`src/rtl/sync_debounce.sv`:
```
// Synchronizer plus counter-based debounce FSM producing a clean level and rise/fall strobes.
// Optional rejected-bounce counter enabled by defining SYNC_DEBOUNCE_GLITCH_CNT_EN.
module sync_debounce #(
   parameter int SYNC_STAGES = 2,
   parameter int DB_CYCLES   = 16
) (
   input  logic       clk,
   input  logic       rst_n,
   input  logic       d_async,
`ifdef SYNC_DEBOUNCE_GLITCH_CNT_EN
   input  logic       clr_glitch,
   output logic [7:0] glitch_cnt,
`endif
   output logic       q,
   output logic       rise,
   output logic       fall
);

   localparam int CNT_W = $clog2(DB_CYCLES + 1);
   localparam logic [CNT_W-1:0] CNT_LAST = CNT_W'(DB_CYCLES - 1);
   localparam logic [CNT_W-1:0] CNT_ONE  = CNT_W'(1);
   localparam bit SINGLE = (DB_CYCLES == 1);

   typedef enum logic [1:0] {STABLE_LO, CHECK_HI, STABLE_HI, CHECK_LO} state_t;

   logic [SYNC_STAGES-1:0] sync_q;
   logic                   s;
   state_t                 state_q, state_d;
   logic [CNT_W-1:0]       cnt_q, cnt_d;
   logic                   level_q, level_d;
   logic                   rise_q, rise_d;
   logic                   fall_q, fall_d;
   logic                   abort;

   always_ff @(posedge clk) begin
      if (!rst_n) begin
         sync_q <= '0;
      end else begin
         sync_q <= {sync_q[SYNC_STAGES-2:0], d_async};
      end
   end

   assign s = sync_q[SYNC_STAGES-1];

   always_ff @(posedge clk) begin
      if (!rst_n) begin
         state_q <= STABLE_LO;
         cnt_q   <= '0;
         level_q <= 1'b0;
         rise_q  <= 1'b0;
         fall_q  <= 1'b0;
      end else begin
         state_q <= state_d;
         cnt_q   <= cnt_d;
         level_q <= level_d;
         rise_q  <= rise_d;
         fall_q  <= fall_d;
      end
   end

   // cnt counts consecutive samples of s that disagree with the accepted level.
   always_comb begin
      state_d = state_q;
      cnt_d   = cnt_q;
      level_d = level_q;
      rise_d  = 1'b0;
      fall_d  = 1'b0;
      abort   = 1'b0;
      unique case (state_q)
         STABLE_LO: begin
            cnt_d = '0;
            if (s) begin
               if (SINGLE) begin
                  state_d = STABLE_HI;
                  level_d = 1'b1;
                  rise_d  = 1'b1;
               end else begin
                  state_d = CHECK_HI;
                  cnt_d   = CNT_ONE;
               end
            end
         end
         CHECK_HI: begin
            if (!s) begin
               state_d = STABLE_LO;
               cnt_d   = '0;
               abort   = 1'b1;
            end else if (cnt_q == CNT_LAST) begin
               state_d = STABLE_HI;
               level_d = 1'b1;
               rise_d  = 1'b1;
               cnt_d   = '0;
            end else begin
               cnt_d = cnt_q + CNT_ONE;
            end
         end
         STABLE_HI: begin
            cnt_d = '0;
            if (!s) begin
               if (SINGLE) begin
                  state_d = STABLE_LO;
                  level_d = 1'b0;
                  fall_d  = 1'b1;
               end else begin
                  state_d = CHECK_LO;
                  cnt_d   = CNT_ONE;
               end
            end
         end
         CHECK_LO: begin
            if (s) begin
               state_d = STABLE_HI;
               cnt_d   = '0;
               abort   = 1'b1;
            end else if (cnt_q == CNT_LAST) begin
               state_d = STABLE_LO;
               level_d = 1'b0;
               fall_d  = 1'b1;
               cnt_d   = '0;
            end else begin
               cnt_d = cnt_q + CNT_ONE;
            end
         end
         default: begin
            state_d = STABLE_LO;
            cnt_d   = '0;
            level_d = 1'b0;
         end
      endcase
   end

   assign q    = level_q;
   assign rise = rise_q;
   assign fall = fall_q;

`ifdef SYNC_DEBOUNCE_GLITCH_CNT_EN
   logic [7:0] glitch_cnt_q;

   // Clear takes priority over a simultaneous abort; the count sticks at 8'hFF.
   always_ff @(posedge clk) begin
      if (!rst_n) begin
         glitch_cnt_q <= 8'd0;
      end else if (clr_glitch) begin
         glitch_cnt_q <= 8'd0;
      end else if (abort && (glitch_cnt_q != 8'hFF)) begin
         glitch_cnt_q <= glitch_cnt_q + 8'd1;
      end
   end

   assign glitch_cnt = glitch_cnt_q;
`else
   logic unused_abort;
   assign unused_abort = abort;
`endif

endmodule

```
`config.mk`:
```
export PLATFORM = sky130hd
export DESIGN_NAME = sync_debounce
export DESIGN_NICKNAME = d
export VERILOG_FILES = /design/src/rtl/sync_debounce.sv
export SDC_FILE = /design/constraint.sdc
export NUM_CORES = 1
export LEC_CHECK = 0
export BUFFER_PORTS_ARGS = -buffer_cell sky130_fd_sc_hd__buf_2
export CORE_AREA = 4 4 41 43
export CTS_CLUSTER_SIZE = 25
export DETAILED_ROUTE_END_ITERATION = 8
export DIE_AREA = 0 0 45 47
export SLEW_MARGIN = 20
export SYNTH_ARGS = -nofsm -noshare
export SYNTH_HDL_FRONTEND = slang
export SYNTH_SLANG_ARGS = --single-unit
export TNS_END_PERCENT = 5
```
`constraint.sdc`:
```
create_clock -name clk -period 1.5 [get_ports clk]
set_input_delay 0.3 -clock clk [delete_from_list [all_inputs] [get_ports clk]]
set_output_delay 0.3 -clock clk [all_outputs]
set_load 0.02 [all_outputs]
```
==> flow_summary.toml <==
[status]
status = "completed"

[cts]
ctsHoldBuffers = 0
cts_inserted_buffers = 3
htree_levels = 1
cts_root_buf = "clkbuf_4"
clock_latency_ps = 260
max-clock-path-buffers = 2
cts_tree = "yes"
clk_pin_slew_ps = 70
post_cts.repair.setup_buffers = 0
clock_sinks = 12

[synthesis]
synth_area_sq_um = 445
synth_compound_area_share_pct = 11.0
synthMuxAreaShare_pct = 0
ys_seq_area_share_pct = 53.9
yosys_warnings = 0
synthAdderAreaFrac_pct = 2.81
syn_area_per_cell_sq_um = 10.4
synth_cell_types = 22
synth_top_family_by_area = "simple AND/OR/NAND/NOR gates"
syn-num-nets = 47
synth-xor-area-share_pct = 5.90
ys_ff_latch = 12
synth-simple-area-share_pct = 21.1
synth_cells = 43

[hold_path]
hold_depth = 2
hold_path.class = "input pin to register"
hold-path-endpoint = "sync_q[0]$_SDFF_PN0_"
hold_start = "d_async"

[detailed_routing]
route.met3.wl_um = 26
dr.pass1.iters = 2
wl_met1_um = 330
vias_per_cell = 4.63
wl_met2_um = 271
wl_um = 640
detail_route.wl_per_cell_um = 9.85
ant_nets = 0
drt_iter0_drc = 2
num_vias = 301
top_layer_used = "met4"
drc = 0

[power]
peakVddDrop_mv = 0.569
p_per_area_nw_per_um2 = 1180
leakagePower_nw = 0.211

[floorplan]
placementRows = 13
dieArea_sq_um = 2120
dieWidth_um = 45
initial_core_util_pct = 34.2
core_area_sq_um = 1300
die_y_um = 47
pin_count = 6

[timing]
worstMarginPinSlew_ps = 243
min_period_ps = 1300
period_share_pct = 86.7
whs_ps = 241
setup_viol_count_final = 0
skew_ps = 1.31
slew_headroom_pct = 83.8
fmax_mhz = 769
finalHoldViolations = 0
rsz0062_at_grt = "no"
finalSetupTns_ps = 0
drv_slew = 0

[critical_path]
crit_required_ps = 1660
ff2ff_path_depth = 4
r2r_start = "cnt_q[0]$_SDFF_PN0_"
critPathCaptureType = "register"
cp.arrival_ps = 1460
start_kind = "register"
critPathMaxFanout = 8
rrSetupSlack_ps = 200
path_class = "register to register"

[global_routing]
grt_overflow = 0
grt_pass1_vias = 285
antenna_found_initial = 0
grt_use_total_pct = 8.65
grt_max_degree = 9
grt_pass1_wl_um = 1280

[placed_design]
portBuffers = 5
placed_area_sq_um = 473
gp_congestion = 0.749

[layout]
drive_above_1_share_pct = 22.0
area_delta_synth_final_pct = 14.6
final_area_sq_um = 510
nets = 55
utilization_pct = 39.2
num_antenna_cells = 0

[run]
maxCapViolCount = 0
## worst max-delay path, stage by stage, from the launching register on
cell and delay (ps):
dfxtp_1 360, ha_1 210, and4b_2 330, a211oi_1 100, a41o_1 210
## registers in the layout, indices dropped and copies added, names as in the netlist, named ones only
signal / count
cnt_q: 5
fall: 1
rise: 1
state_q: 1
q: 1
sync_q: 2
## synthesized netlist by cell type
| library cell | number | area share (%) |
|---|---|---|
| nor2_1 | 2 | 1.7 |
| xor2_1 | 2 | 3.9 |
| nor3b_1 | 1 | 1.7 |
| a211oi_1 | 1 | 1.7 |
| a41o_1 | 1 | 2.2 |
| a31oi_1 | 1 | 1.4 |
| a21oi_1 | 2 | 2.2 |
| nand3_1 | 4 | 4.5 |
| and4b_1 | 1 | 2.2 |
| a21bo_1 | 1 | 2.2 |
| buf_6 | 1 | 2.5 |
| nor3_1 | 2 | 2.2 |
| o21ai_0 | 1 | 1.1 |
| nand4_1 | 1 | 1.4 |
| ha_1 | 1 | 2.8 |
| nor3b_2 | 1 | 2.8 |
| and2_1 | 2 | 2.8 |
| buf_2 | 1 | 1.1 |
| inv_1 | 2 | 1.7 |
| nand2_1 | 2 | 1.7 |
| dfxtp_1 | 12 | 54 |
| xnor2_1 | 1 | 2.0 |
## placed cells by master (no fill, tap or decap), drive strengths merged
master | synthesis | routed
a211oi | 1 | 1
a21bo | 1 | 1
a21oi | 2 | 2
a31oi | 1 | 1
a41o | 1 | 1
and2 | 2 | 2
and4b | 1 | 1
buf | 2 | 5
clkbuf | 0 | 4
dfxtp | 12 | 12
ha | 1 | 1
inv | 2 | 2
nand2 | 2 | 2
nand3 | 4 | 4
nand4 | 1 | 1
nor2 | 2 | 2
nor3 | 2 | 2
nor3b | 2 | 2
o21ai | 1 | 1
xnor2 | 1 | 1
xor2 | 2 | 2
## per-stage QoR
step	cells	setup WS (ps)	total power [mW]
after detailed placement	61	152	0.359
after floorplan	43	266	0.350
after global routing	65	62.6	0.638
after global placement	61	177	0.358
final	65	200	0.600
after CTS	65	142	0.611
## final cells by class
cell class	instances	area, sq um
timing repair buffer	5	25.0
inverter	2	7.51
sequential	12	240
tap	15	18.8
clock buffer	4	36.3
multi-input combinational	27	183
fill	138	791
## worst max-delay path by stage
stage,from,to,slack [ps],depth (start not counted)
2_1_floorplan,cnt_q[0]$_SDFF_PN0_,q$_SDFFE_PN0P_,270,5
3_3_place_gp,cnt_q[0]$_SDFF_PN0_,register,180,4
6_report,cnt_q[0]$_SDFF_PN0_,register,200,4
5_1_grt,cnt_q[0]$_SDFF_PN0_,rise$_SDFF_PN0_,60,4
3_5_place_dp,cnt_q[0]$_SDFF_PN0_,register,150,4
4_1_cts,cnt_q[0]$_SDFF_PN0_,register,140,4
## metal layers
metal,up-vias,GRT usage [%]
met2,4,11.9
met3,2,3.45
li1,163,-
met5,-,0
met4,0,7.02
met1,132,10.6
## cell families (layout without fill, tap and decap cells)
kind of cell | after synthesis | after routing
AOI/OAI and AO/OA | 7 | 7
xor gates and xnor gates | 3 | 3
adders and majority gates | 1 | 1
buffers and inverters | 4 | 11
DFF | 12 | 12
and+or+nand+nor | 16 | 16
## report_power, final
part           leakage, nW  switching (mW)  internal [mW]  total [mW]
combinational       0.0926          0.0105         0.0100      0.0205
sequential          0.0974         0.00553          0.325       0.330
clock               0.0210           0.102          0.147       0.249
total                0.211           0.118          0.482       0.600
## what timing repair did
action                                 CTS  global route
endpoints found under the hold margin    0             0
gates resized for setup                  0             1
setup endpoints to repair                0             1
Power figures use the tool's default switching activity.
